==> src/rtl/fetch_ctrl.sv <==
// Fetch-stage controller: picks the redirect source, drives the PC mux and enables, and tracks I-cache miss timeouts.
// Optional macro FETCH_STALL_CNT_EN adds a saturating stall-cycle counter output (stall_cnt).
module fetch_ctrl #(
    parameter int unsigned MISS_TIMEOUT = 15
) (
    input  logic       clk,
    input  logic       reset,
    input  logic       jmp_IF,
    input  logic       br_taken_EX,
    input  logic       ret_M,
    input  logic       load_use,
    input  logic       cache_Ready,
    output logic       j_cntrl,
    output logic       E,
    output logic       F,
    output logic       pc_en,
    output logic       pc_hazard,
    output logic       flush_IF,
    output logic       flush_ID,
    output logic [1:0] state,
    output logic       timeout_err
`ifdef FETCH_STALL_CNT_EN
    ,
    output logic [9:0] stall_cnt
`endif
);

    localparam int unsigned CNT_W   = 8;
    localparam int unsigned STATE_W = 2;
    localparam logic [CNT_W-1:0] MISS_LAST = CNT_W'(MISS_TIMEOUT - 1);

    typedef enum logic [STATE_W-1:0] {
        RUN  = 2'b00,
        MISS = 2'b01,
        HAZ  = 2'b10,
        ERR  = 2'b11
    } state_e;

    state_e             state_q, state_d;
    logic [CNT_W-1:0]   miss_cnt_q, miss_cnt_d;
    logic               timeout_err_q, timeout_err_d;

    logic exm_redir;
    logic redir_m, redir_ex, redir_if;
    logic pc_en_c, pc_hazard_c;

    assign exm_redir = ret_M | br_taken_EX;

    // Next-state, miss counter and unregistered PC-control decode.
    always_comb begin
        state_d       = state_q;
        miss_cnt_d    = miss_cnt_q;
        timeout_err_d = timeout_err_q;
        redir_m       = 1'b0;
        redir_ex      = 1'b0;
        redir_if      = 1'b0;
        pc_en_c       = 1'b0;
        pc_hazard_c   = 1'b0;

        unique case (state_q)
            RUN: begin
                redir_m  = ret_M;
                redir_ex = ~ret_M & br_taken_EX;
                redir_if = ~exm_redir & jmp_IF & cache_Ready;
                pc_en_c  = (cache_Ready & ~load_use) | exm_redir;
                if (exm_redir) begin
                    state_d = RUN;
                end else if (!cache_Ready) begin
                    state_d    = MISS;
                    miss_cnt_d = '0;
                end else if (load_use) begin
                    state_d = HAZ;
                end
            end
            MISS: begin
                redir_m     = ret_M;
                redir_ex    = ~ret_M & br_taken_EX;
                pc_en_c     = exm_redir;
                pc_hazard_c = ~exm_redir;
                if (cache_Ready) begin
                    miss_cnt_d = '0;
                    if (!exm_redir) begin
                        state_d = RUN;
                    end
                end else begin
                    // Saturate rather than wrap if redirects hold us past the limit.
                    if (miss_cnt_q != '1) begin
                        miss_cnt_d = miss_cnt_q + CNT_W'(1);
                    end
                    if (!exm_redir && (miss_cnt_q >= MISS_LAST)) begin
                        state_d       = ERR;
                        timeout_err_d = 1'b1;
                    end
                end
            end
            HAZ: begin
                redir_m  = ret_M;
                redir_ex = ~ret_M & br_taken_EX;
                pc_en_c  = exm_redir;
                if (exm_redir || !load_use) begin
                    state_d = RUN;
                end
            end
            ERR: begin
                timeout_err_d = 1'b1;
            end
            default: begin
                state_d = RUN;
            end
        endcase
    end

    always_ff @(posedge clk or negedge reset) begin
        if (!reset) begin
            state_q       <= RUN;
            miss_cnt_q    <= '0;
            timeout_err_q <= 1'b0;
        end else begin
            state_q       <= state_d;
            miss_cnt_q    <= miss_cnt_d;
            timeout_err_q <= timeout_err_d;
        end
    end

    // Zero-latency outputs, all held low while reset is asserted.
    assign j_cntrl     = reset & (redir_m | redir_ex | redir_if);
    assign E           = reset & redir_ex;
    assign F           = reset & redir_m;
    assign pc_en       = reset & pc_en_c;
    assign pc_hazard   = reset & pc_hazard_c;
    assign flush_IF    = reset & (redir_m | redir_ex | redir_if);
    assign flush_ID    = reset & (redir_m | redir_ex);
    assign state       = state_q;
    assign timeout_err = timeout_err_q;

`ifdef FETCH_STALL_CNT_EN
    localparam int unsigned STALL_W = 10;

    logic [STALL_W-1:0] stall_cnt_q, stall_cnt_d;

    always_comb begin
        stall_cnt_d = stall_cnt_q;
        if (!pc_en_c && (stall_cnt_q != '1)) begin
            stall_cnt_d = stall_cnt_q + STALL_W'(1);
        end
    end

    always_ff @(posedge clk or negedge reset) begin
        if (!reset) begin
            stall_cnt_q <= '0;
        end else begin
            stall_cnt_q <= stall_cnt_d;
        end
    end

    assign stall_cnt = stall_cnt_q;
`endif

endmodule

==> config.mk <==
export PLATFORM = sky130hd
export DESIGN_NAME = fetch_ctrl
export DESIGN_NICKNAME = d
export VERILOG_FILES = /design/src/rtl/fetch_ctrl.sv
export SDC_FILE = /design/constraint.sdc
export NUM_CORES = 1
export LEC_CHECK = 0
export ABC_CLOCK_PERIOD_IN_PS = 2500
export CELL_PAD_IN_SITES_DETAIL_PLACEMENT = 1
export CELL_PAD_IN_SITES_GLOBAL_PLACEMENT = 1
export CORE_UTILIZATION = 40
export CTS_CLUSTER_SIZE = 10
export DETAILED_ROUTE_END_ITERATION = 10
export PLACE_DENSITY_LB_ADDON = 0.12
export SYNTH_ARGS = -nofsm -noshare
export SYNTH_HDL_FRONTEND = slang
export SYNTH_SLANG_ARGS = --single-unit
==> constraint.sdc <==
create_clock -name clk -period 2.5 [get_ports clk]
set_input_delay 0.375 -clock clk [delete_from_list [all_inputs] [get_ports clk]]
set_output_delay 0.375 -clock clk [all_outputs]
set_load 0.01 [all_outputs]
# [After elaboration in Yosys (flattened, before gate mapping)]
# Cells that the tools add are included.
[totals] elab_cells=69 reg_bits=11 output_inout_bits=10 input_bits=7
[op_classes] muxes=21 n_reduce_logical=13 n_eq_ne=13 n_addsub=1 n_bitwise=17 n_lt_le_gt_ge=1
[ops] op="two-way mux 8 bit" count=4
[ops] op="one-hot mux 8 bit (2 select lines)" count=1
[ops] op="two-way mux 2 bit" count=7
[ops] op="bitwise AND 1 bit" count=10
[ops] op="!= test 2 bit (second input constant)" count=5
[ops] op="!= test 3 bit (second input constant)" count=3
[ops] op="adder 8 x 1 -> 8 bit (second input constant)" count=1
[ops] op="greater-or-equal comparator 8 x 4 -> 1 bit (second input constant)" count=1
[ops] op="!= test 8 bit (second input constant)" count=1
[ops] op="two-way mux 1 bit" count=6
[ops] op="one-hot mux 2 bit (3 select lines)" count=1
[ops] op="AND reduction 5 bit" count=1
[ops] op="== test 2 bit (second input constant)" count=2
[ops] op="!= test 4 bit (second input constant)" count=1
[ops] op="bitwise OR 1 bit" count=4
[ops] op="one-hot mux 1 bit (2 select lines)" count=2
[ops] op="AND reduction 4 bit" count=1
[ops] op="nonzero test 2 bit" count=2
[ops] op="inverter 1 bit" count=3
[ops] op="AND reduction 3 bit" count=1
[ops] op="nonzero test 3 bit" count=1
[ops] op="OR reduction 3 bit" count=1
[ops] op="== test 2 x 1 -> 1 bit (second input constant)" count=1
[ops] op="zero test 1 bit" count=2
[ops] op="other kinds (4)" count=4

# [Logic depth before layout (Yosys ltp)]
# Gate-level depths: netlist of the first run.
[depth] ltp_word=7 ltp_mapped=7

# [Least setup slack after synthesis of the first run]
# OpenSTA, ideal clock, no wires.
[synth_timing] path_type="reg2reg" from="register state_q[0] (netlist: state[0])" to="register miss_cnt_q[2]" required_time_ps=2399 t_arrival_ps=1660 stages_incl_launch_ff=6 path_slack_ps=740 cell_sequence="dfrtp_1 > inv_1 > ha_1 > mux2i_2 > or4_4 > o311ai_2"
[synth_via] elab_chain_cells=3
[synth_rtl] element="start: declaration" line_no="39" source="state_e state_q, state_d;"
[synth_rtl] element="start signal: assignment" line_no="119" source="state_q <= state_d;"
[synth_rtl] element="== test 2 x 1 -> 1 bit or zero test 2 bit (tied branches)" line_no="60" source="unique case (state_q)"
[synth_rtl] element="!= test 3 bit (no line), or another cell as far along"
[synth_rtl] element="AND reduction 4 bit (no line)"
[synth_rtl] element="end signal: assignment" line_no="120" source="miss_cnt_q <= miss_cnt_d;"
[synth_rtl] element="end: declaration" line_no="40" source="logic [CNT_W-1:0] miss_cnt_q, miss_cnt_d;"
# Several ways; a longest one is shown, not always the timed one.
# A chain may end at the register's enable or synchronous reset.

# [Final worst setup path of the first run]
[layout_timing] from="input ret_M" to="output pc_en"
[layout_via] elab_chain_cells=4
[layout_rtl] element="start: declaration" line_no="10" source="input logic ret_M,"
[layout_rtl] element="bitwise OR 1 bit *" line_no="47" source="assign exm_redir = ret_M | br_taken_EX;"
[layout_rtl] element="bitwise OR 1 bit" line_no="65" source="pc_en_c = (cache_Ready & ~load_use) | exm_redir;"
[layout_rtl] element="one-hot mux 1 bit (2 select lines) *" line_no="60"
[layout_rtl] element="bitwise AND 1 bit *" line_no="129" source="assign pc_en = reset & pc_en_c;"
[layout_rtl] element="end: declaration" line_no="16" source="output logic pc_en,"
# Mark *: on every way between the ends. The rest lies on a longest branch, timed or not.

==> results of run 1 <==
[flip-flops by register name, indices dropped and copies added, names as in the netlist]
name and cells:
miss_cnt_q 8, timeout_err 1, state 2
[Yosys cell counts]
| cell type | instances | area share, % |
|---|---|---|
| ha_1 | 6 | 9.1 |
| and2_1 | 1 | 0.76 |
| nor3b_1 | 1 | 0.91 |
| nor4_1 | 1 | 0.76 |
| mux2_2 | 1 | 1.4 |
| o31a_1 | 1 | 1.1 |
| buf_6 | 1 | 1.4 |
| mux2i_2 | 1 | 1.7 |
| o22a_2 | 1 | 1.2 |
| nor2_1 | 7 | 3.2 |
| nand3_1 | 3 | 1.8 |
| o32a_1 | 2 | 2.4 |
| o311ai_2 | 1 | 2.0 |
| a21o_1 | 1 | 0.91 |
| o22ai_1 | 2 | 1.5 |
| or2_1 | 1 | 0.76 |
| a21oi_1 | 8 | 4.9 |
| nand3b_1 | 1 | 0.91 |
| and2b_2 | 1 | 1.1 |
| nor3_4 | 1 | 2.0 |
| o211ai_1 | 2 | 1.8 |
| or4_4 | 1 | 1.4 |
| and4_1 | 1 | 1.1 |
| a31oi_1 | 1 | 0.76 |
| o21ai_0 | 6 | 3.6 |
| a2bb2oi_1 | 1 | 1.1 |
| nand2b_1 | 1 | 0.76 |
| mux2i_1 | 1 | 1.2 |
| inv_1 | 7 | 3.2 |
| nand4_1 | 1 | 0.76 |
| o31ai_1 | 2 | 1.8 |
| a211oi_1 | 1 | 0.91 |
| nand2_1 | 7 | 3.2 |
| nor3_1 | 1 | 0.61 |
| a41oi_1 | 1 | 1.1 |
| dfrtp_1 | 11 | 33 |
| and3_1 | 2 | 1.5 |
| a221o_1 | 1 | 1.2 |
| buf_4 | 1 | 0.91 |
[logic make-up after synthesis]
logic type | Yosys count | synth area share (%)
simple gates | 31 | 21.4
buf+inv | 9 | 5.47
flops | 11 | 33.4
compound gates | 31 | 26.3
mux | 3 | 4.25
fa+ha+maj | 6 | 9.12
[metrics by stage]
stage / power, mW / instance area (µm²) / utilization [%]
2_1_floorplan: 0.477 / 823 / -
3_3_place_gp: 0.592 / 1010 / 51.8
3_5_place_dp: 0.601 / 1010 / 51.8
4_1_cts: 0.730 / 1030 / 53.2
5_1_grt: 0.780 / 1030 / 53.3
6_report: 0.722 / 1030 / 53.3
[routing by layer]
| layer | routed length, µm | global-route usage, % |
|---|---|---|
| met5 | 0 | 0 |
| met4 | 40 | 8.57 |
| met3 | 66 | 3.85 |
| met2 | 1010 | 35.1 |
| met1 | 960 | 25.7 |
[worst max-delay path: cells and delay by family]
kind,cells,cell delay (ns)
buffers and inverters,2,1.16
and+or+nand+nor,1,0.23
AOI/OAI and AO/OA,2,0.26
[worst min path at each step]
| stage | startpoint | end |
|---|---|---|
| 2_1_floorplan | reset | miss_cnt_q[0]$_DFFE_PN0P_ |
| 3_3_place_gp | timeout_err$_DFFE_PN0P_ | timeout_err$_DFFE_PN0P_ |
| 3_5_place_dp | timeout_err$_DFFE_PN0P_ | timeout_err$_DFFE_PN0P_ |
| 4_1_cts | reset | miss_cnt_q[5]$_DFFE_PN0P_ |
| 5_1_grt | reset | miss_cnt_q[5]$_DFFE_PN0P_ |
| 6_report | reset | timeout_err$_DFFE_PN0P_ |
[power by group]
group / total [mW] / internal, mW / switching (mW) / leakage (nW)
Sequential: 0.233 / 0.202 / 0.0307 / 0.146
Clock: 0.128 / 0.0620 / 0.0663 / 0.0150
Combinational: 0.361 / 0.176 / 0.185 / 0.251
Total: 0.722 / 0.441 / 0.282 / 0.412
[cell type report]
| cell class | instances | area share (%) |
|---|---|---|
| multi-input cells | 71 | 48.9 |
| flip-flops and latches | 11 | 26.6 |
| repair buffers | 17 | 16.2 |
| well taps | 27 | 3.26 |
| clock buffers | 4 | 2.54 |
| inverters | 7 | 2.54 |
==> impl_metrics.ini, run 1 <==
[run_status]
outcome = completed

[final_layout]
most-common-layout-cells = clkdlybuf4s50_1 (16), dfrtp_1 (11), a21oi_1 (8), inv_1 (7), nand2_1 (7)
nFillCells = 246
multi_input_area_um2 = 505
final_common_cell = clkdlybuf4s50_1
synthToLayoutAreaGrowth_pct = 25.7
stdcell_count = 137
diodes = 0
seqCellArea_um2 = 275
nNetsFinal = 124
drive_gt1_share_pct = 10.9

[placement]
portBuffers = 16
place.gp.congestion = 0.750
dp_hpwl_um = 1570
place_ws_ns = 0.0969
place_inst = 133

[yosys]
synthCells = 91
synth_area_per_cell_um2 = 9.05
seq_area_frac_synth_pct = 33.4
ys_seq_elements = 11
yosys_warnings = 0
syn_area_um2 = 823
syn-num-nets = 104
ys_types = 39

[power_and_ir_drop]
p_leak_nw = 0.412
irDropWorstVdd_uv = 348
power_density_nw_per_um2 = 698

[timing]
period_share_pct = 95.6
setup_tns_ns = 0
skew_ns = 0.00919
fmax_mhz = 418
worst_slew_pin_slew_ns = 0.386
max-slew-margin-rel_pct = 73.8
postLayoutSetupSlackWorst_ns = 0.110
setup_viol = 0
finalHoldViolCount = 0
hold_ws_ns = 0.457
rsz0062_at_grt = no
fin_crit_ns = 2.39
finalMaxSlewViolations = 0

[setup_path]
cp-end-kind = output pin
rr_worst_depth = 5
rr_startpoint = state[0]$_DFFE_PN0P_
path_cells = clkdlybuf4s50_1 > or2_1 > o21ai_0 > a21oi_1 > clkdlybuf4s50_1
critPathSlowestCell = clkdlybuf4s50_1
reg2reg_to = miss_cnt_q[2]$_DFFE_PN0P_
path_common_cell = clkdlybuf4s50_1
cp_max_fo = 5
worstSetupStartpoint = ret_M
worstSetupPathType = in2out
reg2reg_setup_slack_ns = 0.62
critPathRequiredTime_ns = 2.12
cp_slowest_stage_delay_ns = 0.61
arrival_ns = 2.02
crit_end = pc_en
crit_path_start_kind = primary input

[clocking]
cts_root_buf = clkbuf_4
insertion_delay_ns = 0.28
clk_pin_slew_ns = 0.08
cts_setup_buffers = 0
ctsResizeCount = 0
cts_tree = done
cts_sinks = 11
numCtsBuffers = 3
hold_buffers = 0
cts_max_level = 1
cts.path.max_buffers = 2

[global_route]
grt_overflow_total = 0
grt_pass1_vias = 716
grt_usage_pct = 20.7
grt_pass1_wl_um = 3180
antenna_found_initial = 0
grt_start_max_net_pins = 13

[die]
initial_core_util_pct = 42.4
die_h_um = 47.4
core-area_um2 = 1940
fp.dieArea_um2 = 2240
pin_count = 17
rows = 16
die_x_um = 47.4

[detailed_routing]
routed_via_density = 5.56
drt_wl_total_um = 2070
route.vias.total = 762
wl_per_cell_um = 15.1
drtPass1Iterations = 4
drc = 0
ant_nets = 0
drt_iter0_markers = 8

[worst_hold_path]
hp-class = in2async

[run]
cap_viol_max_count = 0
(Power assumes the default switching activity.)
==> run 2: changes to the inputs <==
--- a/config.mk
+++ b/config.mk
@@ -5,7 +5,8 @@
 export SDC_FILE = /design/constraint.sdc
 export NUM_CORES = 1
 export LEC_CHECK = 0
-export ABC_CLOCK_PERIOD_IN_PS = 2500
+export ABC_AREA = 0
+export ABC_CLOCK_PERIOD_IN_PS = 3100
 export CELL_PAD_IN_SITES_DETAIL_PLACEMENT = 1
 export CELL_PAD_IN_SITES_GLOBAL_PLACEMENT = 1
 export CORE_UTILIZATION = 40
==> constraint.sdc (replaced) <==
create_clock -name clk -period 3.1 [get_ports clk]
set_input_delay 0.465 -clock clk [delete_from_list [all_inputs] [get_ports clk]]
set_output_delay 0.465 -clock clk [all_outputs]
set_load 0.01 [all_outputs]
==> run 2 against run 1 <==
- worst setup slack improved by 0.40 ns
- via count increased by 3.5%
- total power decreased by 19%
- largest cell class unchanged
- clock power decreased by 20%
- flip-flop and latch count unchanged
- final cell count unchanged
- cell area decreased by 0.24%
- combinational power decreased by 19%
- global-route usage increased by 0.65 points
- clock skew decreased by 0.0075 ns
==> impl_metrics.ini, run 2 (synthesis results as in run 1) <==
[setup_path]
crit_end = j_cntrl
crit_path_start_kind = primary input
rr_worst_depth = 5
arrival_ns = 2.12
path_common_cell = clkdlybuf4s50_1
crit_family = buffers and inverters
crit_cells = 5
reg2reg_setup_slack_ns = 1.17
path_cells = clkdlybuf4s50_1 > nor2_1 > nand2_1 > o22ai_1 > clkdlybuf4s50_1
worstSetupPathType = in2out
reg2reg_to = miss_cnt_q[2]$_DFFE_PN0P_
cp_slowest_stage_delay_ns = 0.57
critPathRequiredTime_ns = 2.63
critPathSlowestCell = clkdlybuf4s50_1
path_buf_inv = 2
worstSetupStartpoint = ret_M
rr_startpoint = state[0]$_DFFE_PN0P_
cp_max_fo = 5
cp-end-kind = output pin

[clocking]
numCtsBuffers = 3
cts.path.max_buffers = 2
clk_pin_slew_ns = 0.07
cts_setup_buffers = 0
hold_buffers = 0
insertion_delay_ns = 0.28
cts_sinks = 11
cts_max_level = 1
cts_root_buf = clkbuf_4
ctsResizeCount = 0
cts_tree = done

[run_status]
outcome = completed

[die]
die_h_um = 47.4
core-area_um2 = 1940
die_x_um = 47.4
initial_core_util_pct = 42.4
fp.dieArea_um2 = 2240
pin_count = 17
rows = 16

[timing]
hold_ws_ns = 0.486
skew_ns = 0.00172
setup_tns_ns = 0
setup_viol = 0
period_share_pct = 83.5
fmax_mhz = 387
worst_slew_pin_slew_ns = 0.398
rsz0062_at_grt = no
max-slew-margin-rel_pct = 73.0
fin_crit_ns = 2.59
finalHoldViolCount = 0
postLayoutSetupSlackWorst_ns = 0.513
finalMaxSlewViolations = 0

[global_route]
grt_pass1_vias = 712
grt_pass1_wl_um = 3180
grt_start_max_net_pins = 13
grt_overflow_total = 0
antenna_found_initial = 0
grt_usage_pct = 21.4

[detailed_routing]
drtPass1Iterations = 2
ant_nets = 0
wl_per_cell_um = 15.2
drt_iter0_markers = 3
routed_via_density = 5.76
route.vias.total = 789
drt_wl_total_um = 2080
drc = 0

[final_layout]
most-common-layout-cells = clkdlybuf4s50_1 (16), dfrtp_1 (11), a21oi_1 (8)
diodes = 0
fin_util_pct = 53.2
largest_register_ffs = 8
top_register = miss_cnt_q
nNetsFinal = 124
drive_gt1_share_pct = 10.0
synthToLayoutAreaGrowth_pct = 25.4
final_common_cell = clkdlybuf4s50_1
stdcell_count = 137

[power_and_ir_drop]
p_leak_nw = 0.412
irDropWorstVdd_uv = 361
power_density_nw_per_um2 = 565

[worst_hold_path]
hp-class = reg2reg

[placement]
portBuffers = 16
place_ws_ns = 0.486
place.gp.congestion = 0.814
dp_hpwl_um = 1600
place_inst = 133

[run]
cap_viol_max_count = 0
[run 2: cell count changes in the layout (fill, tap and decap cells not counted)]
cell / previous run / this run
nor2_1: 6 / 7
nor2_2: 1 / 0
[run 2: power breakdown]
part	total, mW	switching [mW]	internal (mW)	leakage, nW
registers	0.189	0.0259	0.163	0.146
clock network	0.102	0.0518	0.0500	0.0150
logic	0.292	0.150	0.142	0.251
[run 2: layout make-up]
cell class / count / area (µm²)
Sequential cell: 11 / 275
Multi-Input combinational cell: 71 / 503
Fill cell: 247 / 910
Inverter: 7 / 26.3
Tap cell: 27 / 33.8
Timing Repair Buffer: 17 / 168
Clock buffer: 4 / 26.3
[run 2: worst min-delay path, cell delays in order (launching register included)]
cell and delay [ns]:
dfrtp_1 0.35, a21oi_1 0.04, o21ai_0 0.06
[run 2: layer usage]
layer / track usage [%] / wire length [µm] / vias to the layer above
met3: 3.46 / 49 / 4
met2: 36.2 / 1090 / 16
met5: 0 / 0 / -
li1: - / - / 379
met1: 24.8 / 888 / 390
met4: 13.7 / 53 / 0
[run 2: worst min path at each step]
stage,start,cells after the start,end
3_3_place_gp,timeout_err$_DFFE_PN0P_,2,timeout_err$_DFFE_PN0P_
5_1_grt,timeout_err$_DFFE_PN0P_,2,timeout_err$_DFFE_PN0P_
4_1_cts,timeout_err$_DFFE_PN0P_,2,timeout_err$_DFFE_PN0P_
6_report,timeout_err$_DFFE_PN0P_,2,timeout_err$_DFFE_PN0P_
2_1_floorplan,reset,0,miss_cnt_q[0]$_DFFE_PN0P_
3_5_place_dp,timeout_err$_DFFE_PN0P_,2,timeout_err$_DFFE_PN0P_
[run 2: per-stage QoR]
| stage | total power, mW | cell area, µm² |
|---|---|---|
| 2_1_floorplan | 0.384 | 823 |
| 3_3_place_gp | 0.477 | 1010 |
| 3_5_place_dp | 0.487 | 1010 |
| 4_1_cts | 0.592 | 1030 |
| 5_1_grt | 0.629 | 1030 |
| 6_report | 0.583 | 1030 |
==> run 3: changes to the inputs <==
--- a/config.mk
+++ b/config.mk
@@ -6,10 +6,10 @@
 export NUM_CORES = 1
 export LEC_CHECK = 0
 export ABC_AREA = 0
-export ABC_CLOCK_PERIOD_IN_PS = 3100
+export ABC_CLOCK_PERIOD_IN_PS = 2330
 export CELL_PAD_IN_SITES_DETAIL_PLACEMENT = 1
 export CELL_PAD_IN_SITES_GLOBAL_PLACEMENT = 1
-export CORE_UTILIZATION = 40
+export CORE_UTILIZATION = 33
 export CTS_CLUSTER_SIZE = 10
 export DETAILED_ROUTE_END_ITERATION = 10
 export PLACE_DENSITY_LB_ADDON = 0.12
==> constraint.sdc (replaced) <==
create_clock -name clk -period 2.33 [get_ports clk]
set_input_delay 0.3495 -clock clk [delete_from_list [all_inputs] [get_ports clk]]
set_output_delay 0.3495 -clock clk [all_outputs]
set_load 0.01 [all_outputs]
==> run 3 against run 2 <==
- total power rose by 40%
- final cell count rose by 5.8%
- global-route usage fell by 2.2 points
- first-iteration DRC count rose by 67%
- register-to-register slack got worse by 0.67 ns
- worst hold slack got worse by 0.043 ns
- core utilization fell by 5.1 points
- flip-flop and latch count did not move
- worst setup slack got worse by 0.41 ns
- routed wire length rose by 6.6%
- critical path type is now reg2out
- largest power group unchanged
==> impl_metrics.ini, run 3 (synthesis results as in run 1) <==
[clocking]
insertion_delay_ns = 0.28
cts_sinks = 11
cts.path.max_buffers = 2
cts_root_buf = clkbuf_4
numCtsBuffers = 3
cts_max_level = 1
hold_buffers = 0
cts_tree = done
clk_pin_slew_ns = 0.07

[detailed_routing]
route.vias.total = 815
routed_via_density = 5.62
wl_per_cell_um = 15.3
drt_wl_total_um = 2220
drc = 0
drt_iter0_markers = 5
drtPass1Iterations = 4
ant_nets = 0

[setup_path]
crit_family = buffers and inverters
crit_cells = 4
critPathRequiredTime_ns = 1.98
rr_worst_depth = 5
cp_slowest_stage_delay_ns = 0.55
cp_max_fo = 5
reg2reg_setup_slack_ns = 0.50
worstSetupStartpoint = state[0]$_DFFE_PN0P_
arrival_ns = 1.88
worstSetupPathType = reg2out
cp-end-kind = output pin
rr_startpoint = state[1]$_DFFE_PN0P_
reg2reg_to = state[1]$_DFFE_PN0P_
path_buf_inv = 1
crit_path_start_kind = flop
crit_end = flush_ID
path_cells = ha_1 > nand2b_2 > nor2_1 > clkdlybuf4s50_1
critPathSlowestCell = clkdlybuf4s50_1

[die]
pin_count = 17
die_h_um = 52.0
initial_core_util_pct = 36.2
core-area_um2 = 2280
rows = 17
fp.dieArea_um2 = 2700
die_x_um = 52.0

[global_route]
grt_start_max_net_pins = 13
antenna_found_initial = 0
grt_pass1_wl_um = 3770
grt_pass1_vias = 830
grt_usage_pct = 19.2
grt_overflow_total = 0

[final_layout]
top_register = miss_cnt_q
largest_register_ffs = 8
final_common_cell = clkdlybuf4s50_1
most-common-layout-cells = clkdlybuf4s50_1 (12), dfrtp_1 (10), a21oi_1 (8), buf_4 (8)
synthToLayoutAreaGrowth_pct = 33.0
seqCellArea_um2 = 277
nFillCells = 267
drive_gt1_share_pct = 17.9
nNetsFinal = 131
multi_input_area_um2 = 508
stdcell_count = 145
diodes = 0

[run]
cap_viol_max_count = 0

[timing]
setup_tns_ns = 0
fmax_mhz = 449
fin_crit_ns = 2.23
skew_ns = 0.00235
hold_ws_ns = 0.442
max-slew-margin-rel_pct = 78.3
finalHoldViolCount = 0
rsz0062_at_grt = no
worst_slew_pin_slew_ns = 0.324
setup_viol = 0
finalMaxSlewViolations = 0
period_share_pct = 95.6

[placement]
portBuffers = 16
place_inst = 139
place.gp.congestion = 0.746
dp_hpwl_um = 1710

[run_status]
outcome = completed

[power_and_ir_drop]
power_density_nw_per_um2 = 748
power.share.clock_pct = 16.9
irDropWorstVdd_uv = 465
power.internal_mw = 0.503
power_frac_comb_pct = 52.4
p_leak_nw = 0.477
pwr-share-seq_pct = 30.7
design_power_total_mw = 0.819
p_sw_share_pct = 38.5
switchingPower_mw = 0.316

[worst_hold_path]
hp-class = in2async
run 3: power by group through the flow:
stage / Clock [mW] / Sequential (mW) / Combinational [mW]
3_5_place_dp: 0 / 0.256 / 0.405
6_report: 0.139 / 0.251 / 0.429
4_1_cts: 0.145 / 0.254 / 0.406
3_3_place_gp: 0 / 0.253 / 0.399
5_1_grt: 0.151 / 0.254 / 0.483
2_1_floorplan: 0 / 0.254 / 0.257
run 3: through the flow:
stage | util (%) | instance area [µm²] | worst slack, ns
2_1_floorplan | - | 823 | 0.570
3_3_place_gp | 45.9 | 1040 | 0.130
3_5_place_dp | 45.9 | 1040 | 0.0661
4_1_cts | 47.1 | 1070 | 0.00223
5_1_grt | 48.1 | 1090 | 0.0124
6_report | 48.1 | 1090 | 0.103
run 3: worst min-delay path by stage:
stage | start | end | depth (start not counted)
after floorplan | reset | miss_cnt_q[0]$_DFFE_PN0P_ | 0
after global placement | timeout_err$_DFFE_PN0P_ | timeout_err$_DFFE_PN0P_ | 2
after detailed placement | timeout_err$_DFFE_PN0P_ | timeout_err$_DFFE_PN0P_ | 2
after CTS | reset | timeout_err$_DFFE_PN0P_ | 2
after global routing | reset | state[0]$_DFFE_PN0P_ | 2
final | reset | timeout_err$_DFFE_PN0P_ | 2
run 3: area by class of cell:
| cell class | instances | share of cell area, % |
|---|---|---|
| inverter | 7 | 2.40 |
| multi-input combinational | 71 | 46.4 |
| clock buffer | 4 | 2.40 |
| timing repair buffer | 24 | 20.3 |
| sequential | 11 | 25.3 |
| tap | 28 | 3.20 |
run 3: what timing repair did:
| action | in CTS | in global routing |
|---|---|---|
| setup buffers | 0 | 2 |
| gates resized for setup | 4 | 3 |
| endpoints found under the setup margin | 4 | 2 |
| pin swaps | 0 | 0 |
run 3: layer usage:
layer / track usage, % / vias to the layer above / share of wire (%)
met5: 0 / - / 0
met4: 9.46 / 0 / 2.2
met3: 2.05 / 5 / 3.6
met2: 34.8 / 17 / 48
met1: 22.0 / 395 / 46
li1: - / 398 / -
